===== src/rtl/mtncl_wave_sched_if.sv =====
// ==== mtncl_wave_sched_if : requester + MTNCL stage bundle for mtncl_wave_sched -- rev 1.0 ====
`default_nettype none
interface mtncl_wave_sched_if #(
  parameter int NREQ  = 4,
  parameter int WIDTH = 8
);
  logic [NREQ-1:0]       req;
  logic [NREQ*WIDTH-1:0] din;
  logic [NREQ-1:0]       gnt;
  logic [NREQ-1:0]       done;
  logic [WIDTH-1:0]      dout;
  logic [2*WIDTH-1:0]    dr_out;
  logic                  sleep_out;
  logic                  ko_in;
  logic [2*WIDTH-1:0]    res_dr;
  logic                  busy;
  logic                  err_timeout;

  modport master (
    input  req, din, ko_in, res_dr,
    output gnt, done, dout, dr_out, sleep_out, busy, err_timeout
  );

  modport slave (
    output req, din, ko_in, res_dr,
    input  gnt, done, dout, dr_out, sleep_out, busy, err_timeout
  );
endinterface
`default_nettype wire


===== src/rtl/mtncl_wave_sched.sv =====
// ==== mtncl_wave_sched : round-robin scheduler sharing one MTNCL stage (option: MTNCL_DR_CHECK_EN) -- rev 1.0 ====
`default_nettype none
module mtncl_wave_sched #(
  parameter int NREQ        = 4,
  parameter int WIDTH       = 8,
  parameter int SYNC_STAGES = 2,
  parameter int TIMEOUT     = 255
) (
  input  wire logic          clk,
  input  wire logic          rst,
  mtncl_wave_sched_if.master bus
`ifdef MTNCL_DR_CHECK_EN
  ,
  output logic               dr_err
`endif
);
  localparam int          PW   = $clog2(NREQ);
  localparam logic [15:0] TMAX = 16'(TIMEOUT - 1);

  typedef enum logic [1:0] {
    S_IDLE = 2'd0,
    S_DATA = 2'd1,
    S_RET  = 2'd2,
    S_NULL = 2'd3
  } state_t;

  state_t                 r_state;
  logic [SYNC_STAGES-1:0] r_sync;
  logic [PW-1:0]          r_ptr;
  logic [15:0]            r_timer;
  logic [NREQ-1:0]        r_gnt;
  logic [NREQ-1:0]        r_done;
  logic [WIDTH-1:0]       r_dout;
  logic [2*WIDTH-1:0]     r_dr;
  logic                   r_sleep;
  logic                   r_busy;
  logic                   r_err;

  logic                   w_ko_s;
  logic                   w_found;
  logic [PW-1:0]          w_idx;
  logic [PW-1:0]          w_ptr_nxt;
  logic [PW:0]            w_sum;
  logic [WIDTH-1:0]       w_din_sel;
  logic [WIDTH-1:0]       w_res;
  logic [2*WIDTH-1:0]     w_enc;
`ifdef MTNCL_DR_CHECK_EN
  logic                   w_bad;
  logic                   r_dr_err;
`else
  logic                   w_unused_rail0;
`endif

  always_ff @(posedge clk or posedge rst) begin
    if (rst) r_sync <= '0;
    else     r_sync <= {r_sync[SYNC_STAGES-2:0], bus.ko_in};
  end
  assign w_ko_s = r_sync[SYNC_STAGES-1];

  // Scan from the pointer downward so the closest requester at or after ptr wins.
  always_comb begin
    w_found = 1'b0;
    w_idx   = '0;
    w_sum   = '0;
    for (int k = NREQ - 1; k >= 0; k--) begin
      w_sum = {1'b0, r_ptr} + (PW+1)'(k);
      if (w_sum >= (PW+1)'(NREQ)) w_sum = w_sum - (PW+1)'(NREQ);
      if (bus.req[w_sum[PW-1:0]]) begin
        w_found = 1'b1;
        w_idx   = w_sum[PW-1:0];
      end
    end
  end

  assign w_ptr_nxt = (w_idx == PW'(NREQ - 1)) ? '0 : w_idx + 1'b1;
  assign w_din_sel = bus.din[w_idx*WIDTH +: WIDTH];

  always_comb begin
    w_enc = '0;
    w_res = '0;
`ifdef MTNCL_DR_CHECK_EN
    w_bad = 1'b0;
`endif
    for (int b = 0; b < WIDTH; b++) begin
      w_enc[2*b+1] = w_din_sel[b];
      w_enc[2*b]   = ~w_din_sel[b];
      w_res[b]     = bus.res_dr[2*b+1];
`ifdef MTNCL_DR_CHECK_EN
      if (bus.res_dr[2*b+1] == bus.res_dr[2*b]) begin
        w_res[b] = 1'b0;
        w_bad    = 1'b1;
      end
`endif
    end
  end

`ifndef MTNCL_DR_CHECK_EN
  assign w_unused_rail0 = ^bus.res_dr;
`endif

  // r_dr doubles as the operand register: the encoded din slice is frozen at grant.
  always_ff @(posedge clk or posedge rst) begin
    if (rst) begin
      r_state  <= S_IDLE;
      r_ptr    <= '0;
      r_timer  <= '0;
      r_gnt    <= '0;
      r_done   <= '0;
      r_dout   <= '0;
      r_dr     <= '0;
      r_sleep  <= 1'b1;
      r_busy   <= 1'b0;
      r_err    <= 1'b0;
`ifdef MTNCL_DR_CHECK_EN
      r_dr_err <= 1'b0;
`endif
    end else begin
      case (r_state)
        S_IDLE: begin
          if (w_found && !w_ko_s) begin
            r_gnt   <= NREQ'(1) << w_idx;
            r_dr    <= w_enc;
            r_sleep <= 1'b0;
            r_busy  <= 1'b1;
            r_timer <= '0;
            r_ptr   <= w_ptr_nxt;
            r_state <= S_DATA;
          end
        end
        S_DATA: begin
          if (w_ko_s) begin
            r_dout  <= w_res;
            r_done  <= r_gnt;
            r_state <= S_RET;
`ifdef MTNCL_DR_CHECK_EN
            if (w_bad) r_dr_err <= 1'b1;
`endif
          end else if (r_timer == TMAX) begin
            r_err   <= 1'b1;
            r_dout  <= '0;
            r_done  <= r_gnt;
            r_state <= S_RET;
          end else begin
            r_timer <= r_timer + 16'd1;
          end
        end
        S_RET: begin
          r_done  <= '0;
          r_sleep <= 1'b1;
          r_dr    <= '0;
          r_timer <= '0;
          r_state <= S_NULL;
        end
        S_NULL: begin
          if (!w_ko_s || r_timer == TMAX) begin
            if (w_ko_s) r_err <= 1'b1;
            r_gnt   <= '0;
            r_busy  <= 1'b0;
            r_state <= S_IDLE;
          end else begin
            r_timer <= r_timer + 16'd1;
          end
        end
        default: r_state <= S_IDLE;
      endcase
    end
  end

  assign bus.gnt         = r_gnt;
  assign bus.done        = r_done;
  assign bus.dout        = r_dout;
  assign bus.dr_out      = r_dr;
  assign bus.sleep_out   = r_sleep;
  assign bus.busy        = r_busy;
  assign bus.err_timeout = r_err;
`ifdef MTNCL_DR_CHECK_EN
  assign dr_err          = r_dr_err;
`endif
endmodule
`default_nettype wire


===== src/flat_wrapper.sv =====
// flat-port wrapper written by rule: the top's interface ports become plain ports
module mtncl_wave_sched_flat 
#(
  parameter int NREQ        = 4,
  parameter int WIDTH       = 8,
  parameter int SYNC_STAGES = 2,
  parameter int TIMEOUT     = 255
)
  (clk, rst, bus_req, bus_din, bus_ko_in, bus_res_dr, bus_gnt, bus_done, bus_dout, bus_dr_out, bus_sleep_out, bus_busy, bus_err_timeout);
  mtncl_wave_sched_if #(.NREQ(NREQ), .WIDTH(WIDTH)) bus_i ();
  input  wire logic clk;
  input  wire logic rst;
  input wire logic [$bits(bus_i.req)-1:0] bus_req;
  input wire logic [$bits(bus_i.din)-1:0] bus_din;
  input wire logic [$bits(bus_i.ko_in)-1:0] bus_ko_in;
  input wire logic [$bits(bus_i.res_dr)-1:0] bus_res_dr;
  output wire logic [$bits(bus_i.gnt)-1:0] bus_gnt;
  output wire logic [$bits(bus_i.done)-1:0] bus_done;
  output wire logic [$bits(bus_i.dout)-1:0] bus_dout;
  output wire logic [$bits(bus_i.dr_out)-1:0] bus_dr_out;
  output wire logic [$bits(bus_i.sleep_out)-1:0] bus_sleep_out;
  output wire logic [$bits(bus_i.busy)-1:0] bus_busy;
  output wire logic [$bits(bus_i.err_timeout)-1:0] bus_err_timeout;
  assign bus_i.req = bus_req;
  assign bus_i.din = bus_din;
  assign bus_i.ko_in = bus_ko_in;
  assign bus_i.res_dr = bus_res_dr;
  assign bus_gnt = bus_i.gnt;
  assign bus_done = bus_i.done;
  assign bus_dout = bus_i.dout;
  assign bus_dr_out = bus_i.dr_out;
  assign bus_sleep_out = bus_i.sleep_out;
  assign bus_busy = bus_i.busy;
  assign bus_err_timeout = bus_i.err_timeout;
  mtncl_wave_sched #(.NREQ(NREQ), .WIDTH(WIDTH), .SYNC_STAGES(SYNC_STAGES), .TIMEOUT(TIMEOUT)) u_core (.clk(clk), .rst(rst), .bus(bus_i));
endmodule

===== config.mk =====
export PLATFORM = sky130hd
export DESIGN_NAME = mtncl_wave_sched_flat
export DESIGN_NICKNAME = d
export VERILOG_FILES = /design/src/rtl/mtncl_wave_sched_if.sv /design/src/rtl/mtncl_wave_sched.sv /design/src/flat_wrapper.sv
export SDC_FILE = /design/constraint.sdc
export NUM_CORES = 1
export LEC_CHECK = 0
export BUFFER_PORTS_ARGS = -buffer_cell sky130_fd_sc_hd__buf_2
export CORE_MARGIN = 10
export CORE_UTILIZATION = 51
export CTS_CLUSTER_SIZE = 28
export DETAILED_ROUTE_END_ITERATION = 16
export GPL_ROUTABILITY_DRIVEN = 1
export GPL_TIMING_DRIVEN = 0
export HOLD_SLACK_MARGIN = 0.08
export PLACE_DENSITY = 0.8
export SLEW_MARGIN = 0
export SYNTH_ARGS = -nofsm -noshare
export SYNTH_HDL_FRONTEND = slang
export SYNTH_SLANG_ARGS = --single-unit

===== constraint.sdc =====
create_clock -name clk -period 2.45 [get_ports clk]
set_clock_uncertainty 0.15 [all_clocks]
set_input_delay 0.1225 -clock clk [delete_from_list [all_inputs] [get_ports clk]]
set_output_delay 0.1225 -clock clk [all_outputs]
set_load 0.1 [all_outputs]

==> out/results.txt, run 1 <==
outcome - finished clean
CTS Buffer Depth - 2
initial antenna violation count - 0
Synth Cell Area - 0.002979 sq mm
top cell type's share of synthesized area - 0.4704
Synth Net Count - 348
post-layout util - 0.7378
measured slew at the worst slew-check pin - 0.7034 ns
Post-Layout Cell Count - 495
Synthesis Warnings - 0
WHS Endpoint - u_core.r_ptr[1]$_DFFE_PP0P_
VDD IR max - 1093 uV
final WL - 8679 um
Hold Slack - 0.1815 ns
Hold Path Depth - 5
critical path class - flop to flop
final setup margin - 0.1596 ns
Die X - 96.43 um
Leakage - 0.001962 uW
RSZ-0062 raised after global routing - false
Detail Placement HPWL - 5451 um
Num CTS Buffers - 9
relative slew slack - 0.5311
largest net degree at the start of global routing - 36
reg2reg start - u_core.r_timer[0]$_DFFE_PP0P_
gr usage total - 0.1912
CTS HTree Levels - 3
fraction of final layout cells with drive strength greater than 1 - 0.3064
Avg Inst Size Synth - 10.53 sq um
setup_tns - 0 ns
dominant synthesized flop cell - dfrtp_1
ys async rst share - 1.000
Critical Path Source - u_core.r_timer[0]$_DFFE_PP0P_
Rows - 27
first drt pass iteration count - 4
most frequent cells in the layout - buf_2 (87), dfrtp_1 (55), dlygate4sd3_1 (42), nand2_1 (28), nor2_1 (20)
worst hold start - bus_req[1]
top cells by area, synth - dfrtp_1 (47%), ha_1 (4.2%), xnor2_1 (4.1%), mux2_4 (4.0%), nand2_1 (3.5%)
worst min path class - input port to flop
Antenna Violating Nets Remaining - 0
Setup crit start kind - flop
gr ovfl total - 0
cell count after placement - 437
io pins - 90
CP Data Required Time - 2.48 ns
R2R Path End - u_core.bus.done[3]$_DFFE_PP0P_
clock root buffer - clkbuf_8
Vias - 2735
chip height - 96.43 um
register area - 0.001429 sq mm
initial core utilization - 0.5345
Fmax - 0.4366 GHz
Reg clk slew, reported paths - 0.07 ns
final slew viol count - 0
Nets - 481
footprint of the multi-input gates - 0.001486 sq mm
Yosys reg bits - 57
final hold vios - 0
global-route wire length before repair - 13790 um
drt wl/cell - 17.53 um
CTS tree - done
Post-route DRC - 0
most common cell after layout, fill and taps aside - buf_2
Tcrit/Tclk final - 0.9349
power per cell area - 1390 mW/mm^2
reg2reg path depth - 7
sequential area share after synthesis - 0.4792
Synth Instances - 283
Clk Latency, worst-skew pair - 0.33 ns
clock sinks - 57
Worst Path Max Fanout - 10
fill cell count - 388
crit end category - flop
Post-synth EDFFs - 0
initial DRC count - 115
count of cell types in the netlist - 40
# setup viols final - 0
Placer Congestion - 0.8311
die area - 0.009299 sq mm
synth-to-layout area growth - 38.05%
WP data arrival - 2.32 ns
largest area contributor in the netlist - dfrtp_1
Max Cap Violations - 0
min Tclk post-route - 2.290 ns
dpl ws - -0.08541 ns
vias per cell - 5.525
vias in the first global route - 2799
core area - 0.005574 sq mm
IO buf count - 81
FF-to-FF setup slack - 0.16 ns
[cell usage after synthesis (2+ instances only)]
| master | count |
|---|---|
| dfrtp_1 | 56 |
| nand2_1 | 28 |
| nor2_1 | 21 |
| xnor2_1 | 14 |
| o21ai_0 | 13 |
| a22o_1 | 11 |
| and2_1 | 10 |
| ha_1 | 10 |
| inv_1 | 10 |
| mux2_2 | 9 |
| nand2b_1 | 9 |
| nor4_1 | 9 |
| o221ai_1 | 9 |
| a221o_1 | 8 |
| mux2_4 | 8 |
| a21oi_1 | 6 |
| buf_2 | 6 |
| clkbuf_1 | 5 |
| nand3_1 | 5 |
| nor3_1 | 5 |
| nor2b_1 | 4 |
| and4_1 | 3 |
| nor4b_1 | 3 |
| o21ai_1 | 3 |
| nor3b_1 | 2 |
| or4_1 | 2 |
[layer usage]
metal	global-route usage	share of wire	vias up	routed length, um
li1	-	-	1287	-
met1	0.2264	0.40	1328	3501
met2	0.3150	0.50	93	4368
met3	0.03855	0.059	27	515
met4	0.1150	0.034	0	294
met5	0	0	-	0
[report_power, final]
part	internal, uW	total, uW	switching (uW)
clock network	396	778	382
registers	1240	1450	202
logic	808	3490	2690
[logic make-up after synthesis]
group | share of synthesized area
multiplexers | 0.07770
adder cells (fa/ha/maj) | 0.04200
flip-flops | 0.4792
XOR/XNOR | 0.04116
AND/OR/NAND/NOR | 0.1856
buffers and inverters | 0.03402
AO/OA/AOI/OAI | 0.1403
[flip-flops by register name, indices dropped and copies added, names as in the netlist]
signal                  count
u_core.bus.busy             1
u_core.bus.done             4
u_core.bus.dout             8
u_core.bus.dr_out          16
u_core.bus.err_timeout      1
u_core.bus.gnt              4
u_core.bus.sleep_out        1
u_core.r_ptr                2
u_core.r_state              2
u_core.r_sync               2
u_core.r_timer             16
[worst max-delay path: stages (launching register included)]
cell     delay [ns]
dfrtp_1        0.41
inv_1          0.10
ha_1           0.20
nor4b_1        0.13
and4_1         0.25
buf_2          0.21
o21ai_1        0.49
o21ai_0        0.20
[stage by stage]
step	area, sq um	power (uW)
global route	4108	5977
detailed placement	3495	4829
global placement	3475	4764
floorplan	2979	4189
finish	4113	5717
CTS	4081	5650
[layout make-up]
cell class,instances,share of cell area
Inverter,10,0.009127
Clock buffer,15,0.03803
Tap cell,72,0.02190
Sequential cell,57,0.3474
Multi-Input combinational cell,203,0.3614
Antenna cell,2,0.001217
Buffer,11,0.01399
Timing Repair Buffer,124,0.2057
Clock inverter,1,0.001217
[worst max path at each step]
| stage | to | slack (ns) | depth (start not counted) |
|---|---|---|---|
| 2_1_floorplan | u_core.bus.dr_out[13]$_DFFE_PP0P_ | 0.37 | 7 |
| 3_3_place_gp | u_core.bus.dr_out[1]$_DFFE_PP0P_ | -0.03 | 7 |
| 3_5_place_dp | u_core.bus.dr_out[13]$_DFFE_PP0P_ | -0.09 | 7 |
| 4_1_cts | u_core.bus.dr_out[1]$_DFFE_PP0P_ | 0.007 | 8 |
| 5_1_grt | u_core.bus.done[1]$_DFFE_PP0P_ | 0.01 | 8 |
| 6_report | u_core.bus.done[3]$_DFFE_PP0P_ | 0.16 | 7 |
[repair_timing]
| action | in CTS | in global routing |
|---|---|---|
| hold buffers | 42 | 0 |
| resized for setup | 1 | 9 |
| endpoints found under the setup margin | 8 | 18 |
| hold endpoints to repair | 47 | 0 |
| setup buffers | 0 | 0 |
Note: power is estimated with default switching activity, not from simulation.
==> inputs of run 2 (changes only) <==
--- a/config.mk
+++ b/config.mk
@@ -6,6 +6,7 @@
 export NUM_CORES = 1
 export LEC_CHECK = 0
 export BUFFER_PORTS_ARGS = -buffer_cell sky130_fd_sc_hd__buf_2
+export CORE_ASPECT_RATIO = 1.1
 export CORE_MARGIN = 10
 export CORE_UTILIZATION = 51
 export CTS_CLUSTER_SIZE = 28
==> constraint.sdc (replaced) <==
create_clock -name clk -period 2.5 [get_ports clk]
set_clock_uncertainty 0.15 [all_clocks]
set_input_delay 0.125 -clock clk [delete_from_list [all_inputs] [get_ports clk]]
set_output_delay 0.125 -clock clk [all_outputs]
set_load 0.1 [all_outputs]
==> run 2 against run 1 <==
Against the previous run:
- critical endpoint is now u_core.bus.dr_out[10]$_DFFE_PP0P_
- sequential cell count unchanged
- final area up 0.67%
- register-to-register slack about the same
- wire length down 1.6%
- largest cell class unchanged
==> out/results.txt, run 2 (synthesis gave the netlist of run 1 again) <==
clock sinks - 57
CTS Buffer Depth - 2
fill cell count - 413
Nets - 483
global-route wire length before repair - 14170 um
FF-to-FF setup slack - 0.17 ns
Tcrit/Tclk final - 0.9308
antenna cells - 0
Internal - 2477 uW
first drt pass iteration count - 4
# setup viols final - 0
relative slew slack - 0.5677
power per cell area - 1368 mW/mm^2
Reg clk slew, reported paths - 0.07 ns
Rows - 29
largest net degree at the start of global routing - 35
Num CTS Buffers - 9
Leakage - 0.001980 uW
Post-CTS Setup Bufs - 0
measured slew at the worst slew-check pin - 0.6484 ns
Post-route DRC - 0
initial core utilization - 0.5196
worst min path class - input port to flop
CTS tree - done
Fmax - 0.4297 GHz
vias in the first global route - 2901
CP Data Required Time - 2.53 ns
synth-to-layout area growth - 38.98%
initial DRC count - 174
P_sw - 3185 uW
Vias - 2733
Sequential Power Share - 0.249
clock power share - 0.149
most frequent cells in the layout - buf_2 (87), dfrtp_1 (56), dlygate4sd3_1 (42), nand2_1 (28), nor2_1 (20)
RSZ-0062 raised after global routing - true
VDD IR max - 1038 uV
Detail Placement HPWL - 5508 um
Worst Path Max Fanout - 8
setup_tns - 0 ns
CTS HTree Levels - 3
fraction of final layout cells with drive strength greater than 1 - 0.3097
overall power - 5662 uW
Placer Congestion - 0.7971
outcome - finished clean
register area - 0.001428 sq mm
drt wl/cell - 17.08 um
core area - 0.005733 sq mm
final slew viol count - 0
IO buf count - 81
vias per cell - 5.466
clock root buffer - clkbuf_8
min Tclk post-route - 2.327 ns
Antenna Violating Nets Remaining - 0
combinational share of power - 0.601
Sw Share - 0.5625
io pins - 90
initial antenna violation count - 0
most common cell after layout, fill and taps aside - buf_2
critical path class - flop to flop
chip height - 100.2 um
Clk Latency, worst-skew pair - 0.34 ns
Max Cap Violations - 0
WP data arrival - 2.36 ns
die area - 0.009302 sq mm
Die X - 92.87 um
final hold vios - 0
gr usage total - 0.1880
footprint of the multi-input gates - 0.001474 sq mm
crit end category - flop
Setup crit start kind - flop
final WL - 8538 um
gr ovfl total - 0
-- run 2: cell count changes in the layout (fill, tap and decap cells not counted), sizes merged --
cell,before,now
clkbuf,18,15
clkinv,1,4
diode,2,0
bufinv,0,1
clkinvlp,0,1
-- run 2: final timing paths --
kind                                          startpoint                           endpoint  depth (start not counted)
max                        u_core.r_state[0]$_DFFE_PP0P_  u_core.bus.dr_out[10]$_DFFE_PP0P_                          9
max reg2reg                u_core.r_state[0]$_DFFE_PP0P_  u_core.bus.dr_out[10]$_DFFE_PP0P_                          9
min in group asynchronous                            rst      u_core.r_timer[4]$_DFFE_PP0P_                          3
max in group asynchronous                            rst   u_core.bus.sleep_out$_DFFE_PP1P_                          4
min reg2reg                   u_core.r_sync[0]$_DFF_PP0_         u_core.r_sync[1]$_DFF_PP0_                          0
min                                           bus_req[1]        u_core.r_ptr[1]$_DFFE_PP0P_                          5
-- run 2: what timing repair did --
action	CTS	global route
gates resized for setup	0	5
endpoints found under the setup margin	0	18
hold endpoints to repair	48	0
hold buffers	42	0
-- run 2: metrics by stage --
stage / setup slack (ns) / area (sq um) / util / hold slack (ns) / std cells
after CTS: 0.01424 / 4116 / 0.7180 / 0.1988 / 500
after floorplan: 0.4206 / 2979 / - / 0.006430 / 283
after global placement: 0.01737 / 3481 / 0.6072 / 0.08568 / 441
final: 0.1730 / 4140 / 0.7222 / 0.1807 / 500
after global routing: -0.05512 / 4140 / 0.7222 / 0.2023 / 500
after detailed placement: 0.02296 / 3501 / 0.6107 / 0.04518 / 442
-- run 2: cell type report --
| type | count | share of cell area |
|---|---|---|
| timing repair buffer | 124 | 0.2043 |
| clock inverter | 6 | 0.01390 |
| inverter | 10 | 0.009066 |
| multi-input combinational | 203 | 0.3560 |
| tap | 77 | 0.02327 |
| buffer | 13 | 0.01541 |
| sequential | 57 | 0.3448 |
| clock buffer | 10 | 0.03324 |
-- run 2: worst max-delay path, cell delays in order (launching register included) --
cell	delay, ns
dfrtp_1	0.42
inv_1	0.09
ha_1	0.28
nand2b_1	0.17
nand2b_1	0.12
buf_2	0.19
nor2_1	0.07
nand2b_1	0.10
clkbuf_1	0.33
o221ai_1	0.24
-- run 2: per-layer routing --
metal  part of all wire  vias up  global-route usage  routed length (um)
met2               0.48      117              0.3022                4125
met1               0.39     1299              0.2128                3361
li1                   -     1292                   -                   -
met5                  0        -                   0                   0
met4              0.028        0             0.08670                 240
met3              0.095       25             0.07836                 811
-- run 2: power groups by stage --
stage                     Clock, uW  Combinational [uW]  Sequential [uW]
after detailed placement          0                3320             1410
after floorplan                   0                1040             3070
after global routing            901                3610             1450
after CTS                       861                3370             1400
final                           846                3400             1410
after global placement            0                3260             1400
==> inputs of run 3 (changes only) <==
--- a/config.mk
+++ b/config.mk
@@ -7,14 +7,15 @@
 export LEC_CHECK = 0
 export BUFFER_PORTS_ARGS = -buffer_cell sky130_fd_sc_hd__buf_2
 export CORE_ASPECT_RATIO = 1.1
-export CORE_MARGIN = 10
-export CORE_UTILIZATION = 51
+export CORE_MARGIN = 2
+export CORE_UTILIZATION = 53
+export CTS_BUF_LIST = sky130_fd_sc_hd__clkbuf_8
 export CTS_CLUSTER_SIZE = 28
 export DETAILED_ROUTE_END_ITERATION = 16
 export GPL_ROUTABILITY_DRIVEN = 1
 export GPL_TIMING_DRIVEN = 0
 export HOLD_SLACK_MARGIN = 0.08
-export PLACE_DENSITY = 0.8
+export PLACE_DENSITY = 0.83
 export SLEW_MARGIN = 0
 export SYNTH_ARGS = -nofsm -noshare
 export SYNTH_HDL_FRONTEND = slang
==> run 3 against run 2 <==
Against the previous run:
- setup slack worse by 0.00099 ns
- via count fell by 0.80%
- global-route usage rose by 8.5 points
- sequential power is essentially flat
- worst hold slack improved by 0.011 ns
- sequential cell count unchanged
- cell count shrank 0.60%
- largest cell class unchanged
==> out/results.txt, run 3 (synthesis gave the netlist of run 1 again) <==
reg2reg start - u_core.r_state[0]$_DFFE_PP0P_
IO buf count - 81
io pins - 90
final slew viol count - 0
Die X - 75.49 um
Post-route DRC - 0
vias per cell - 5.455
fraction of final layout cells with drive strength greater than 1 - 0.3033
reg2reg path depth - 7
gr ovfl total - 0
R2R Path End - u_core.bus.dr_out[3]$_DFFE_PP0P_
Nets - 483
Detail Placement HPWL - 4685 um
FF-to-FF setup slack - 0.17 ns
Max Cap Violations - 0
vias in the first global route - 2631
Post-Layout Cell Count - 497
first drt pass iteration count - 4
final hold vios - 0
power per cell area - 1368 mW/mm^2
clock sinks - 57
Placer Congestion - 0.8384
worst min path class - input port to flop
Vias - 2711
VDD IR max - 980.9 uV
Fmax - 0.4296 GHz
initial antenna violation count - 0
outcome - finished clean
WP data arrival - 2.45 ns
Reg clk slew, reported paths - 0.06 ns
synth-to-layout area growth - 38.98%
initial core utilization - 0.5522
Antenna Violating Nets Remaining - 0
relative slew slack - 0.5868
worst hold start - bus_req[1]
crit end category - flop
Post-CTS Setup Bufs - 0
CTS HTree Levels - 3
cell count after placement - 440
clock root buffer - clkbuf_8
# setup viols final - 0
chip height - 82.63 um
WHS Endpoint - u_core.r_ptr[1]$_DFFE_PP0P_
die area - 0.006237 sq mm
most common cell after layout, fill and taps aside - buf_2
Tcrit/Tclk final - 0.9312
Setup crit start kind - flop
placed cell areas - 0.003498 sq mm
initial DRC count - 176
antenna cells - 0
fill cell count - 360
most frequent cells in the layout - buf_2 (86), dfrtp_1 (56), dlygate4sd3_1 (41), nand2_1 (28), nor2_1 (20)
final WL - 8022 um
core area - 0.005395 sq mm
Num CTS Buffers - 9
CP Data Required Time - 2.62 ns
Clk Latency, worst-skew pair - 0.34 ns
measured slew at the worst slew-check pin - 0.6142 ns
RSZ-0062 raised after global routing - false
min Tclk post-route - 2.328 ns
Leakage - 0.001995 uW
Hold Path Depth - 5
critical path class - flop to flop
global-route wire length before repair - 12450 um
Rows - 28
Worst Path Max Fanout - 8
drt wl/cell - 16.14 um
gr usage total - 0.2726
CTS tree - done
largest net degree at the start of global routing - 33
Final Instance Area - 0.004140 sq mm
CTS Buffer Depth - 2
-- run 3: how the worst max path moves through the flow --
stage / startpoint / to / cells after the start
2_1_floorplan: u_core.r_state[0]$_DFFE_PP0P_ / u_core.bus.dr_out[13]$_DFFE_PP0P_ / 7
3_3_place_gp: u_core.r_state[0]$_DFFE_PP0P_ / u_core.bus.dr_out[13]$_DFFE_PP0P_ / 7
3_5_place_dp: u_core.r_state[0]$_DFFE_PP0P_ / u_core.bus.dr_out[13]$_DFFE_PP0P_ / 7
4_1_cts: u_core.r_ptr[1]$_DFFE_PP0P_ / u_core.bus.dr_out[1]$_DFFE_PP0P_ / 6
5_1_grt: u_core.r_state[0]$_DFFE_PP0P_ / u_core.bus.dr_out[1]$_DFFE_PP0P_ / 7
6_report: u_core.r_state[0]$_DFFE_PP0P_ / u_core.bus.dr_out[3]$_DFFE_PP0P_ / 7
-- run 3: metrics by stage --
step                        TNS, ns  total power, uW  hold slack [ns]    util  setup WS (ns)
final                             0             5663           0.1919  0.7674         0.1720
after global routing              0             5952           0.2052  0.7674       0.006236
after CTS                         0             5639           0.2021  0.7635       0.002836
after detailed placement    -0.2538             4695          0.06154  0.6484       -0.05214
after global placement    -0.007591             4635          0.08577  0.6447      -0.007591
after floorplan                   0             4105         0.006430       -         0.4206
-- run 3: power by group --
part | internal (uW) | switching [uW] | total [uW]
Combinational | 794 | 2590 | 3390
Sequential | 1220 | 200 | 1420
Clock | 502 | 356 | 858
Total | 2510 | 3150 | 5660
-- run 3: area by class of cell --
cell class,count,area [sq um],share of cell area
tap,75,93.84,0.02267
sequential,57,1428,0.3448
buffer,13,70.07,0.01692
clock inverter,4,43.79,0.01058
clock buffer,11,151.4,0.03657
multi-input combinational,203,1468,0.3545
inverter,10,37.54,0.009066
timing repair buffer,124,848.3,0.2049
-- run 3: worst max-delay path: stages, from the launching register on --
cell      delay (ns)
dfrtp_1         0.44
inv_1           0.10
ha_1            0.29
nand2b_1        0.15
nand2b_1        0.16
buf_2           0.17
nor3b_2         0.53
a221o_1         0.28
-- run 3: layer usage --
metal / vias up / track usage / wire, um
met5: - / 0 / 0
met4: 0 / 0.1368 / 259
met2: 114 / 0.4435 / 4079
li1: 1286 / - / -
met3: 22 / 0.07888 / 464
met1: 1289 / 0.3271 / 3218
-- run 3: timing repair --
action                                  4_1_cts  5_1_grt
endpoints found under the setup margin        8       13
hold buffers                                 42        3
hold endpoints to repair                     50        5
pin swaps                                     0        0
gates resized for setup                       1        7
